[src/rtl/collatz_pkg.sv]
// Shared FSM encoding, control-byte layout and length width for the Collatz sweep host.
package collatz_pkg;

  localparam int LEN_W   = 16;
  localparam int ADDR_W  = 5;
  localparam int CTL_WE  = 7;
  localparam int CTL_GO  = 6;
  localparam int CTL_REC = 5;

  typedef enum logic [3:0] {
    S_IDLE,
    S_CLR,
    S_LOAD,
    S_GO,
    S_ARM,
    S_WAIT,
    S_RSET,
    S_RCAP,
    S_UPD,
    S_FIN
  } state_t;

  // Packs {we, go, rec, addr[4:0]} into the core's control byte.
  function automatic logic [7:0] ctl_byte(input logic we, input logic go, input logic rec,
                                          input logic [ADDR_W-1:0] addr);
    logic [7:0] b;
    b               = 8'h00;
    b[CTL_WE]       = we;
    b[CTL_GO]       = go;
    b[CTL_REC]      = rec;
    b[ADDR_W-1:0]   = addr;
    return b;
  endfunction

endpackage

[src/rtl/collatz_sweeper.sv]
// Sweeps a seed range through an external byte-bus Collatz core and keeps the longest orbit.
// Optional COLLATZ_SWEEP_PATH_EN adds best_path and two extra path-record reads per seed.
module collatz_sweeper
  import collatz_pkg::*;
#(
  parameter int SEED_W     = 32,
  parameter int LOAD_BYTES = 18
) (
  input  logic              clk,
  input  logic              reset,
  input  logic              start,
  input  logic [SEED_W-1:0] seed_first,
  input  logic [SEED_W-1:0] seed_last,
  output logic              running,
  output logic              done,
  output logic [SEED_W-1:0] best_seed,
  output logic [LEN_W-1:0]  best_len,
`ifdef COLLATZ_SWEEP_PATH_EN
  output logic [15:0]       best_path,
`endif
  output logic              core_rst_n,
  output logic [7:0]        core_ui,
  output logic [7:0]        core_uio,
  input  logic [7:0]        core_uo,
  input  logic              core_busy
);

`ifdef COLLATZ_SWEEP_PATH_EN
  localparam int NUM_RD = 4;
`else
  localparam int NUM_RD = 2;
`endif
  // Zero-padded copy of cur so any load index selects a byte in range.
  localparam int PAD_W = 256;

  state_t            state, state_nx;
  logic [SEED_W-1:0] cur, last;
  logic [ADDR_W-1:0] ld_idx;
  logic [1:0]        rd_idx;
  logic [LEN_W-1:0]  rd_len;
`ifdef COLLATZ_SWEEP_PATH_EN
  logic [15:0]       rd_path;
`endif
  logic              rst_q;
  logic [PAD_W-1:0]  cur_pad;
  logic              last_ld, last_rd;

  assign cur_pad = PAD_W'(cur);
  assign last_ld = (ld_idx == ADDR_W'(LOAD_BYTES - 1));
  assign last_rd = (rd_idx == 2'(NUM_RD - 1));

  always_ff @(posedge clk) begin
    if (reset) state <= S_IDLE;
    else       state <= state_nx;
  end

  always_comb begin
    state_nx = state;
    unique case (state)
      S_IDLE:  if (start) state_nx = (seed_first > seed_last) ? S_FIN : S_CLR;
      S_CLR:   state_nx = S_LOAD;
      S_LOAD:  if (last_ld) state_nx = S_GO;
      S_GO:    state_nx = S_ARM;
      S_ARM:   state_nx = S_WAIT;
      S_WAIT:  if (!core_busy) state_nx = S_RSET;
      S_RSET:  state_nx = S_RCAP;
      S_RCAP:  state_nx = last_rd ? S_UPD : S_RSET;
      S_UPD:   state_nx = (cur == last) ? S_FIN : S_CLR;
      S_FIN:   state_nx = S_IDLE;
      default: state_nx = S_IDLE;
    endcase
  end

  // Core bus decode; read index i maps to rec=i[1], addr=i[0].
  always_comb begin
    core_ui  = 8'h00;
    core_uio = 8'h00;
    case (state)
      S_LOAD: begin
        core_ui  = cur_pad[{ld_idx, 3'b000} +: 8];
        core_uio = ctl_byte(1'b1, 1'b0, 1'b0, ld_idx);
      end
      S_GO:           core_uio = ctl_byte(1'b0, 1'b1, 1'b0, 5'd0);
      S_RSET, S_RCAP: core_uio = ctl_byte(1'b0, 1'b0, rd_idx[1], {4'b0000, rd_idx[0]});
      default: ;
    endcase
  end

  assign running = (state != S_IDLE);
  assign done    = (state == S_FIN);

  // rst_q holds the core in reset for the cycles reset is seen, releasing one cycle after.
  always_ff @(posedge clk) rst_q <= reset;
  assign core_rst_n = !rst_q && (state != S_CLR);

  always_ff @(posedge clk) begin
    if (reset) begin
      cur       <= '0;
      last      <= '0;
      best_seed <= '0;
      best_len  <= '0;
      ld_idx    <= '0;
      rd_idx    <= '0;
      rd_len    <= '0;
`ifdef COLLATZ_SWEEP_PATH_EN
      rd_path   <= '0;
      best_path <= '0;
`endif
    end else begin
      case (state)
        S_IDLE: if (start) begin
          cur       <= seed_first;
          last      <= seed_last;
          best_seed <= '0;
          best_len  <= '0;
`ifdef COLLATZ_SWEEP_PATH_EN
          best_path <= '0;
`endif
        end
        S_CLR:  ld_idx <= '0;
        S_LOAD: ld_idx <= ld_idx + 1'b1;
        S_WAIT: rd_idx <= '0;
        S_RCAP: begin
          case (rd_idx)
            2'd0: rd_len[7:0]   <= core_uo;
            2'd1: rd_len[15:8]  <= core_uo;
`ifdef COLLATZ_SWEEP_PATH_EN
            2'd2: rd_path[7:0]  <= core_uo;
            2'd3: rd_path[15:8] <= core_uo;
`endif
            default: ;
          endcase
          rd_idx <= rd_idx + 1'b1;
        end
        S_UPD: begin
          // Strict compare so ties keep the earlier seed.
          if (rd_len > best_len) begin
            best_seed <= cur;
            best_len  <= rd_len;
`ifdef COLLATZ_SWEEP_PATH_EN
            best_path <= rd_path;
`endif
          end
          // No increment on the final seed, so an all-ones last seed cannot wrap.
          if (cur != last) cur <= cur + 1'b1;
        end
        default: ;
      endcase
    end
  end

endmodule

[config.mk]
export PLATFORM = sky130hd
export DESIGN_NAME = collatz_sweeper
export DESIGN_NICKNAME = d
export VERILOG_FILES = /design/src/rtl/collatz_pkg.sv /design/src/rtl/collatz_sweeper.sv
export SDC_FILE = /design/constraint.sdc
export NUM_CORES = 1
export LEC_CHECK = 0
export BUFFER_PORTS_ARGS = -buffer_cell sky130_fd_sc_hd__buf_2
export CELL_PAD_IN_SITES_DETAIL_PLACEMENT = 1
export CELL_PAD_IN_SITES_GLOBAL_PLACEMENT = 1
export CORE_ASPECT_RATIO = 0.8
export CORE_MARGIN = 3
export CORE_UTILIZATION = 42
export DETAILED_ROUTE_END_ITERATION = 10
export GPL_TIMING_DRIVEN = 1
export PLACE_DENSITY = 0.86
export SYNTH_ARGS = -nofsm -noshare
export SYNTH_HDL_FRONTEND = slang
export SYNTH_SLANG_ARGS = --single-unit
[constraint.sdc]
create_clock -name clk -period 2.8 [get_ports clk]
set_input_delay 0.28 -clock clk [delete_from_list [all_inputs] [get_ports clk]]
set_output_delay 0.28 -clock clk [all_outputs]
set_load 0.05 [all_outputs]
==> metrics.md, run 1 <==
| Metric | Value |
|---|---|
| Final max-slew violation count | `0` |
| Fraction of the yosys area taken by sequential cells | `0.356` |
| Drt via density | `5.90` |
| Cells along the critical path | `inv_1 -> ha_1 -> a21o_1 -> a21o_2 -> a221oi_1 -> a31oi_1 -> buf_4 -> or4b_1 -> o41ai_1` |
| Critical-path top delay cell | `sky130_fd_sc_hd__a221oi_1` |
| Worst setup SP type | `flop` |
| Total global routing track utilization | `0.270` |
| Placed Area | `0.00888 mm^2` |
| Floorplan die area | `0.0204 mm^2` |
| Setup CP Type | `reg -> reg` |
| Source-to-sink clock delay at the later pin of the worst-skew pair | `0.43 ns` |
| Number of instances in the synthesized netlist | `951` |
| Cell depth of the worst min-delay path | `3` |
| Worst r2r path cells | `9` |
| Overflow after GRT | `0` |
| Final Hold Vio Count | `0` |
| Post-CTS Hold Buffers | `0` |
| Area of combinational cells with multiple inputs | `0.00448 mm^2` |
| Final Total Pwr | `6.78 mW` |
| Flip-flop and latch count after synthesis | `140` |
| Total stage count of the critical path | `9` |
| Die height | `128 um` |
| Family with the most delay on the worst path | `compound AO/OA/AOI/OAI gates` |
| Sequential cell area in the final layout | `0.00281 mm^2` |
| Largest stage delay, worst path | `0.49 ns` |
| Clock tree from TritonCTS | `built` |
| Hold_sp | `seed_last[15]` |
| Fin Setup TNS | `-0.0644 ns` |
| Filler Cell Count | `2,277` |
| Number of antenna violations at the first check in global routing | `0` |
| Worst-case clock buffer depth | `2` |
| Diode insertion count for antenna repair | `0` |
| Rows | `44` |
| WP buf/inv | `2` |
| Crit. Startpoint | `best_len[13]` |
| Slew headroom | `0.444` |
| Maximum clock frequency | `0.353 GHz` |
| Total of buffers placed on input and output ports | `142` |
| FFs w/ async S/R, synth | `0` |
| Wire length of the first global-routing pass | `43,800 um` |
| Number of synthesis warnings | `0` |
| Class of the tightest hold or removal check | `in -> reg` |
| Post-route ant nets | `0` |
| CP Max Fanout | `10` |
| EDFF count, synth | `0` |
| Placer's final routability congestion estimate | `0.919` |
| Vias in the first global route | `7,829` |
| Routing usage on met3 | `0.0689` |
| Routed len/inst | `21.0 um` |
| Core Region | `0.0183 mm^2` |
| Setup skew after layout | `0.00973 ns` |
| Max-cap violations | `0` |
| Count of unresolved DRC violations after routing | `0` |
| Met1 usage | `0.371` |
| Post-layout instance area | `0.00944 mm^2` |
| # H-tree levels | `4` |
| Outcome | `finished, violations left` |
| Library cells used by synthesis | `62` |
| Clock transition time at the flip-flop clock pins of the worst setup and hold paths | `0.06 ns` |
| Most common cell after layout, fill and taps aside | `sky130_fd_sc_hd__buf_2` |
| Number of detailed-route iterations in the first pass | `5` |
| Transition time at the pin with the least slew margin | `0.828 ns` |
| Most common flop cell mapped by yosys | `sky130_fd_sc_hd__dfxtp_1` |
| Pleak | `4.00 nW` |
| Final WS setup | `-0.0357 ns` |
| Count of endpoints failing setup in the final report | `2` |
| Cell Area, Synth | `0.00787 mm^2` |
| Min cycle time layout | `2.84 ns` |
| Origin of the critical flop-to-flop path | `best_len[13]` |
| Average cell area after synthesis | `8.27 um^2` |
| Leading cell types in the layout, fill and taps excluded | `sky130_fd_sc_hd__buf_2, sky130_fd_sc_hd__dfxtp_1, sky130_fd_sc_hd__nand2_1` |
| Effective utilization at floorplan | `0.430` |
| Met2 capacity usage during global routing | `0.419` |
| Syn_nets | `1,080` |
| Die W | `159 um` |
| Cell Pwr Density | `718 mW/mm^2` |
| Wirelength, routed | `28,400 um` |
| Fraction of final layout cells with drive strength greater than 1 | `0.223` |
| Total I/O pin count | `143` |
| Post-DP HPWL | `20,600 um` |
| Drt first-iter violations | `641` |
| Final worst path period share | `1.01` |
| CTS buffer count | `17` |
| Nets | `1,220` |
| Worst supply voltage drop on vdd | `0.000377 V` |
| Sink count of the clock tree | `140` |
| Global routing's busiest layer | `met2` |
| Nature of the critical path endpoint | `flop` |
| Data required time at the worst endpoint | `3.13 ns` |
| Data arrival time of the worst path | `3.16 ns` |
| Violated checks | `negative setup slack` |
| P&R area growth vs syn | `20.0%` |
| Pin count of the biggest net entering global routing | `57` |
| Total number of vias | `7,995` |
| Clock tree root buffer cell | `sky130_fd_sc_hd__clkbuf_16` |
## worst reg2reg max path, stage by stage (launching register included)
cell and delay, ns:
sky130_fd_sc_hd__dfxtp_2 0.35, sky130_fd_sc_hd__inv_1 0.06, sky130_fd_sc_hd__ha_1 0.32, sky130_fd_sc_hd__a21o_1 0.18, sky130_fd_sc_hd__a21o_2 0.20, sky130_fd_sc_hd__a221oi_1 0.49, sky130_fd_sc_hd__a31oi_1 0.32, sky130_fd_sc_hd__buf_4 0.26
sky130_fd_sc_hd__or4b_1 0.48, sky130_fd_sc_hd__o41ai_1 0.08
## area by class of cell
type                       count  area share
sequential                   140       0.298
timing repair buffer         188       0.118
clock buffer                  21      0.0467
tap                          253      0.0335
inverter                      54      0.0215
clock inverter                 8     0.00782
multi-input combinational    690       0.474
## flip-flops by register name, indices dropped and copies added, names as in the netlist
signal and cells:
ld_idx 5, state 4, rd_len 16, rd_idx 2
cur 32, best_seed 32, rst_q 1, best_len 16
last 32
## layer usage
layer  vias up  share of wire
li1       3685              -
met5         -              0
met2       379           0.43
met4         0          0.031
met3        62          0.087
met1      3869           0.45
## synth_stat cells, drive strengths merged, types with 23 or more instances
cell / n / area share
o21ai: 29 / 0.019
nand4: 23 / 0.018
nand2: 130 / 0.062
nor2: 38 / 0.018
a22o: 42 / 0.047
dfxtp: 140 / 0.36
xnor2: 29 / 0.032
a21oi: 120 / 0.076
ha: 53 / 0.084
buf: 23 / 0.026
nor3: 25 / 0.017
nand3: 41 / 0.026
inv: 54 / 0.026
clkbuf: 44 / 0.024
## logic make-up after synthesis
logic type | count (synthesis) | synth area share
compound gates | 260 | 0.213
xor+xnor | 33 | 0.0367
fa+ha+maj | 53 | 0.0843
buf+inv | 121 | 0.0752
flops | 140 | 0.356
mux | 9 | 0.0243
simple gates | 335 | 0.210
## final timing paths
check | endpoint | slack, ns
worst min register to register | last[1] | 0.47
worst min-delay path | last[15] | 0.09
worst max-delay path | best_seed[15] | -0.04
worst max register to register | best_seed[15] | -0.04
## power breakdown
part           internal (mW)  switching (mW)  total [mW]
Clock                   1.20           0.860        2.06
Sequential              2.22           0.330        2.55
Combinational          0.811            1.36        2.17
Total                   4.23            2.55        6.78
## metrics by stage
| stage | hold slack [ns] | cells | setup WS [ns] | utilization |
|---|---|---|---|---|
| 2_1_floorplan | 0.308 | 951 | 0.00281 | - |
| 3_3_place_gp | 0.454 | 1320 | 0.283 | 0.486 |
| 3_5_place_dp | 0.463 | 1320 | 0.124 | 0.486 |
| 4_1_cts | 0.0885 | 1349 | 0.0875 | 0.514 |
| 5_1_grt | 0.103 | 1354 | -0.144 | 0.516 |
| 6_report | 0.0941 | 1354 | -0.0357 | 0.516 |
## timing repair
action	4_1_cts	5_1_grt
endpoints found under the hold margin	0	0
setup buffers	0	3
setup endpoints to repair	0	41
resized for setup	0	5
(Power assumes the default switching activity.)
==> inputs of run 2 (changes only) <==
--- a/config.mk
+++ b/config.mk
@@ -15,2 +15,3 @@
 export GPL_TIMING_DRIVEN = 1
+export HOLD_SLACK_MARGIN = 0.08
 export PLACE_DENSITY = 0.86
==> constraint.sdc (replaced) <==
create_clock -name clk -period 2.8 [get_ports clk]
set_input_delay 0.14 -clock clk [delete_from_list [all_inputs] [get_ports clk]]
set_output_delay 0.14 -clock clk [all_outputs]
set_load 0.05 [all_outputs]
==> run 2 against run 1 <==
Effect of this change: the flow still finishes with violations (negative setup slack); worst setup slack worse by 0.083 ns; register-to-register slack worse by 0.08 ns; via count up 9.1%; critical path type unchanged.
==> metrics.md, run 2 (same netlist as run 1, synthesis figures left out) <==
| Metric | Value |
|---|---|
| Source-to-sink clock delay at the later pin of the worst-skew pair | `0.45 ns` |
| Worst supply voltage drop on vdd | `0.000425 V` |
| Final Hold Vio Count | `0` |
| CP Max Fanout | `11` |
| Rows | `44` |
| Sw Ratio | `0.383` |
| Biggest regs | `best_seed x32, cur x32, last x32` |
| Drt via density | `6.21` |
| Worst r2r path cells | `10` |
| Effective utilization at floorplan | `0.430` |
| Worst setup SP type | `flop` |
| Setup CP Type | `reg -> reg` |
| Slew headroom | `0.311` |
| Total number of vias | `8,726` |
| Final worst path period share | `1.04` |
| Met2 capacity usage during global routing | `0.488` |
| Cell depth of the worst min-delay path | `4` |
| Worst-case clock buffer depth | `2` |
| Origin of the critical flop-to-flop path | `best_len[15]` |
| Outcome | `finished, violations left` |
| Placed Area | `0.00886 mm^2` |
| # H-tree levels | `4` |
| Final Total Pwr | `7.30 mW` |
| Post-layout instance area | `0.0100 mm^2` |
| Floorplan die area | `0.0204 mm^2` |
| CTS buffer count | `17` |
| Transition time at the pin with the least slew margin | `1.02 ns` |
| Routing usage on met3 | `0.0695` |
| Overflow after GRT | `0` |
| P_sw | `2.79 mW` |
| Count of endpoints failing setup in the final report | `44` |
| Worst hold slack after final layout | `0.0850 ns` |
| P&R area growth vs syn | `27.5%` |
| Design internal power | `4.50 mW` |
| Global routing's busiest layer | `met2` |
| Util after Layout | `0.549` |
| Clock tree from TritonCTS | `built` |
| Core Region | `0.0183 mm^2` |
| Drt first-iter violations | `954` |
| Post-route ant nets | `0` |
| Flop pwr share | `0.355` |
| Routed len/inst | `24.3 um` |
| Critical R2R Capture | `best_seed[16]` |
| Clock transition time at the flip-flop clock pins of the worst setup and hold paths | `0.08 ns` |
| Reg-to-reg setup timing slack | `-0.12 ns` |
| Fraction of final layout cells with drive strength greater than 1 | `0.220` |
| Vias in the first global route | `8,561` |
| Die W | `159 um` |
| Leading cell types in the layout, fill and taps excluded | `sky130_fd_sc_hd__buf_2, sky130_fd_sc_hd__dfxtp_1, sky130_fd_sc_hd__nand2_1` |
| Min cycle time layout | `2.92 ns` |
| Total of buffers placed on input and output ports | `142` |
| Die height | `128 um` |
| Number of antenna violations at the first check in global routing | `0` |
| Wirelength, routed | `34,100 um` |
| Placer's final routability congestion estimate | `0.904` |
| Hold_sp | `core_busy` |
| Nature of the critical path endpoint | `flop` |
| Number of detailed-route iterations in the first pass | `5` |
| Sink count of the clock tree | `140` |
| Maximum clock frequency | `0.343 GHz` |
| Nets | `1,268` |
| Count of unresolved DRC violations after routing | `0` |
| Setup skew after layout | `0.0229 ns` |
| Filler Cell Count | `2,209` |
| Most common cell after layout, fill and taps aside | `sky130_fd_sc_hd__buf_2` |
| Final WS setup | `-0.119 ns` |
| Clock tree root buffer cell | `sky130_fd_sc_hd__clkbuf_16` |
| Total I/O pin count | `143` |
| Cell Pwr Density | `727 mW/mm^2` |
| Class of the tightest hold or removal check | `in -> reg` |
| Share of total power in combinational logic | `0.313` |
| Post-Place Cells | `1,317` |
| Met1 usage | `0.394` |
| Final max-slew violation count | `0` |
| Part of the total power dissipated in the clock network | `0.332` |
| Violated checks | `negative setup slack` |
| Data arrival time of the worst path | `3.29 ns` |
| Max-cap violations | `0` |
| Worst-case hold path end point | `state[1]` |
| Total global routing track utilization | `0.301` |
| Post-DP HPWL | `20,800 um` |
| Pleak | `4.25 nW` |
| Pin count of the biggest net entering global routing | `57` |
| Data required time at the worst endpoint | `3.17 ns` |
| Wire length of the first global-routing pass | `48,500 um` |
| Post-layout instance count excluding filler cells | `1,406` |
==> run 2: timing repair <==
item | in CTS | in global routing
setup endpoints to repair | 0 | 44
endpoints found under the hold margin | 56 | 0
gates resized for setup | 0 | 9
setup buffers | 0 | 6
hold buffers | 48 | 0
==> run 2: layout make-up <==
type	count	area, um^2	area share
sequential	140	2810	0.280
tap	253	317	0.0316
multi-input combinational	690	4500	0.448
timing repair buffer	236	1600	0.159
clock buffer	19	443	0.0441
antenna	1	2.50	0.000249
inverter	54	203	0.0202
clock inverter	13	163	0.0162
==> run 2: power groups by stage <==
stage,clock (mW),sequential (mW),combinational (mW)
after floorplan,0,2.44,1.51
after global placement,0,2.58,2.01
after detailed placement,0,2.60,2.08
after CTS,2.38,2.56,2.16
after global routing,2.52,2.61,2.44
final,2.42,2.59,2.28
==> run 2: layer usage <==
| layer | part of all wire | routed length (um) |
|---|---|---|
| met4 | 0.040 | 1380 |
| met3 | 0.092 | 3130 |
| met1 | 0.41 | 13900 |
| met2 | 0.46 | 15700 |
| met5 | 0 | 0 |
==> run 2: how the worst max path moves through the flow <==
stage               endpoint         start
3_3_place_gp    best_len[15]  best_len[15]
6_report       best_seed[16]  best_len[15]
5_1_grt        best_seed[16]  best_len[15]
3_5_place_dp   best_seed[29]  best_len[13]
4_1_cts        best_seed[29]  best_len[15]
2_1_floorplan   best_len[11]  best_len[10]
==> run 2: stage by stage <==
stage               TNS, ns  setup WS [ns]
global route          -3.55         -0.132
detailed placement        0          0.149
CTS                       0         0.0871
global placement          0          0.287
finish                -2.16         -0.119
floorplan                 0        0.00281
==> run 2: critical path, stage by stage, from the launching register on <==
cell and delay, ns:
sky130_fd_sc_hd__dfxtp_2 0.39, sky130_fd_sc_hd__inv_1 0.07, sky130_fd_sc_hd__ha_1 0.33, sky130_fd_sc_hd__nand4_1 0.19, sky130_fd_sc_hd__or4_4 0.61, sky130_fd_sc_hd__o21bai_4 0.21
sky130_fd_sc_hd__and3_4 0.21, sky130_fd_sc_hd__nor4_4 0.21, sky130_fd_sc_hd__buf_4 0.20, sky130_fd_sc_hd__buf_4 0.19, sky130_fd_sc_hd__a22o_1 0.22
==> inputs of run 3 (changes only) <==
Settings changed: PLACE_DENSITY 0.86 to 0.9.
==> run 3 against run 2 <==
Effect of this change: largest cell class unchanged; non-clock buffer count down 3; critical endpoint is now best_seed[12]; critical path depth up 1; clock power up 2%; largest power group unchanged; worst hold slack better by 0.0063 ns; routed wire length up 9.3%; the run still ends with negative setup slack left; first-iteration DRC count up 29%.
==> metrics.md, run 3 (same netlist as run 1, synthesis figures left out) <==
| Metric | Value |
|---|---|
| Outcome | `finished, violations left` |
| Violated checks | `negative setup slack` |
| Sw Ratio | `0.394` |
| Post-route ant nets | `0` |
| Data required time at the worst endpoint | `3.18 ns` |
| Total number of vias | `9,183` |
| Fraction of final layout cells with drive strength greater than 1 | `0.229` |
| Pin count of the biggest net entering global routing | `69` |
| Cell occurring most often along the worst timing path | `sky130_fd_sc_hd__buf_4` |
| Max-cap violations | `0` |
| Nets | `1,266` |
| Share of total power in combinational logic | `0.315` |
| Cells along the critical path | `inv_1 -> ha_1 -> a21oi_1 -> o21ai_0 -> a221oi_2 -> buf_4 -> a31oi_4 -> buf_12 -> nor3_4 -> buf_4 -> a22o_1` |
| Setup CP Type | `reg -> reg` |
| Nature of the critical path endpoint | `flop` |
| Transition time at the pin with the least slew margin | `1.02 ns` |
| Effective utilization at floorplan | `0.430` |
| Placer's final routability congestion estimate | `0.900` |
| Setup skew after layout | `0.0198 ns` |
| Leading cell types in the layout, fill and taps excluded | `sky130_fd_sc_hd__buf_2, sky130_fd_sc_hd__nand2_1, sky130_fd_sc_hd__dfxtp_1` |
| Unrepaired setup endpoints after global routing | `true` |
| Overflow after GRT | `0` |
| P&R area growth vs syn | `28.3%` |
| Flop pwr share | `0.354` |
| Class of the tightest hold or removal check | `in -> reg` |
| Maximum clock frequency | `0.344 GHz` |
| Count of endpoints failing setup in the final report | `28` |
| Data arrival time of the worst path | `3.29 ns` |
| Core Region | `0.0183 mm^2` |
| Count of unresolved DRC violations after routing | `0` |
| Min cycle time layout | `2.90 ns` |
| Die W | `159 um` |
| Clock tree from TritonCTS | `built` |
| Clock transition time at the flip-flop clock pins of the worst setup and hold paths | `0.07 ns` |
| Number of antenna violations at the first check in global routing | `3` |
| Total global routing track utilization | `0.346` |
| Largest stage delay, worst path | `0.41 ns` |
| Die height | `128 um` |
| Filler Cell Count | `2,201` |
| Final max-slew violation count | `0` |
| Final WS setup | `-0.104 ns` |
| Total of buffers placed on input and output ports | `142` |
| Family with the most delay on the worst path | `compound AO/OA/AOI/OAI gates` |
| Biggest regs | `best_seed x32, cur x32, last x32` |
| CP Max Fanout | `11` |
| CTS buffer count | `17` |
| Wire length of the first global-routing pass | `55,300 um` |
| Drt via density | `6.54` |
| Floorplan die area | `0.0204 mm^2` |
| Wirelength, routed | `37,300 um` |
| Routed len/inst | `26.6 um` |
| Slew headroom | `0.312` |
| Design internal power | `4.51 mW` |
| Source-to-sink clock delay at the later pin of the worst-skew pair | `0.45 ns` |
| Clock tree root buffer cell | `sky130_fd_sc_hd__clkbuf_16` |
| WP buf/inv | `4` |
| Vias in the first global route | `9,361` |
| P_sw | `2.94 mW` |
| Worst hold slack after final layout | `0.0913 ns` |
| Worst-case clock buffer depth | `2` |
| Most common cell after layout, fill and taps aside | `sky130_fd_sc_hd__buf_2` |
| # H-tree levels | `4` |
| Sink count of the clock tree | `140` |
| Post-DP HPWL | `21,500 um` |
| Number of detailed-route iterations in the first pass | `6` |
| Worst supply voltage drop on vdd | `0.000321 V` |
| Critical-path top delay cell | `sky130_fd_sc_hd__a221oi_2` |
| Final worst path period share | `1.04` |
| Rows | `44` |
| Part of the total power dissipated in the clock network | `0.331` |
| Worst Setup Slack post-DPL | `-0.210 ns` |
| Pleak | `4.26 nW` |
| Total I/O pin count | `143` |
| Drt first-iter violations | `1,234` |
| Worst setup SP type | `flop` |
| Final Hold Vio Count | `0` |
| Cell Pwr Density | `738 mW/mm^2` |
## run 3: cell count changes in the layout (fill, tap and decap cells not counted), sizes merged
cell / delta
nor3: +1
buf: -2
clkinv: +2
inv: -1
clkinvlp: -2
clkbuf: +2
dlygate4sd3: -2
## run 3: cell type report
class | count | area [um^2] | area share
Antenna cell | 1 | 2.50 | 0.000248
Multi-Input combinational cell | 691 | 4540 | 0.450
Inverter | 54 | 203 | 0.0201
Clock inverter | 12 | 160 | 0.0159
Tap cell | 253 | 317 | 0.0314
Clock buffer | 20 | 457 | 0.0453
Timing Repair Buffer | 233 | 1600 | 0.158
Sequential cell | 140 | 2820 | 0.279
## run 3: power by group through the flow
stage / Combinational (mW) / Sequential [mW] / Clock, mW
after detailed placement: 2.04 / 2.62 / 0
after floorplan: 1.51 / 2.44 / 0
final: 2.34 / 2.64 / 2.47
after global placement: 1.95 / 2.60 / 0
after global routing: 2.47 / 2.65 / 2.54
after CTS: 2.17 / 2.59 / 2.41
## run 3: worst register-to-register path, cell delays in order (launching register included)
cell and delay [ns]:
sky130_fd_sc_hd__dfxtp_1 0.39, sky130_fd_sc_hd__inv_1 0.07, sky130_fd_sc_hd__ha_1 0.33, sky130_fd_sc_hd__a21oi_1 0.16, sky130_fd_sc_hd__o21ai_0 0.23, sky130_fd_sc_hd__a221oi_2 0.41, sky130_fd_sc_hd__buf_4 0.20, sky130_fd_sc_hd__a31oi_4 0.16
sky130_fd_sc_hd__buf_12 0.18, sky130_fd_sc_hd__nor3_4 0.26, sky130_fd_sc_hd__buf_4 0.26, sky130_fd_sc_hd__a22o_1 0.21
## run 3: what timing repair did
| action | CTS | global route |
|---|---|---|
| resized for setup | 2 | 13 |
| cloned | 1 | 1 |
| pin swaps | 1 | 4 |
| buffers inserted | 2 | 2 |
| endpoints found under the setup margin | 42 | 72 |
| hold buffers | 46 | 0 |
| endpoints found under the hold margin | 54 | 0 |
## run 3: final timing paths
path	cells after the start	slack, ns	end	startpoint
setup / recovery	11	-0.10	best_seed[12]	best_len[5]
hold / removal	3	0.09	cur[9]	seed_first[9]
setup reg to reg	11	-0.10	best_seed[12]	best_len[5]
hold reg to reg	2	0.48	last[14]	last[14]
## run 3: per-stage QoR
stage | cells | cell area (um^2) | setup TNS [ns] | total power [mW] | util
6_report | 1404 | 10100 | -0.891 | 7.45 | 0.552
5_1_grt | 1404 | 10100 | -1.09 | 7.66 | 0.552
2_1_floorplan | 951 | 7870 | 0 | 3.94 | -
3_3_place_gp | 1319 | 8870 | 0 | 4.56 | 0.485
3_5_place_dp | 1319 | 8870 | -3.56 | 4.66 | 0.485
4_1_cts | 1400 | 9990 | 0 | 7.16 | 0.546
## run 3: per-layer routing
layer	track usage	share of wire	vias to the layer above
met3	0.111	0.12	236
met4	0.183	0.066	4
met2	0.558	0.44	802
li1	-	-	3784
met1	0.418	0.37	4357
met5	0	0.00078	-
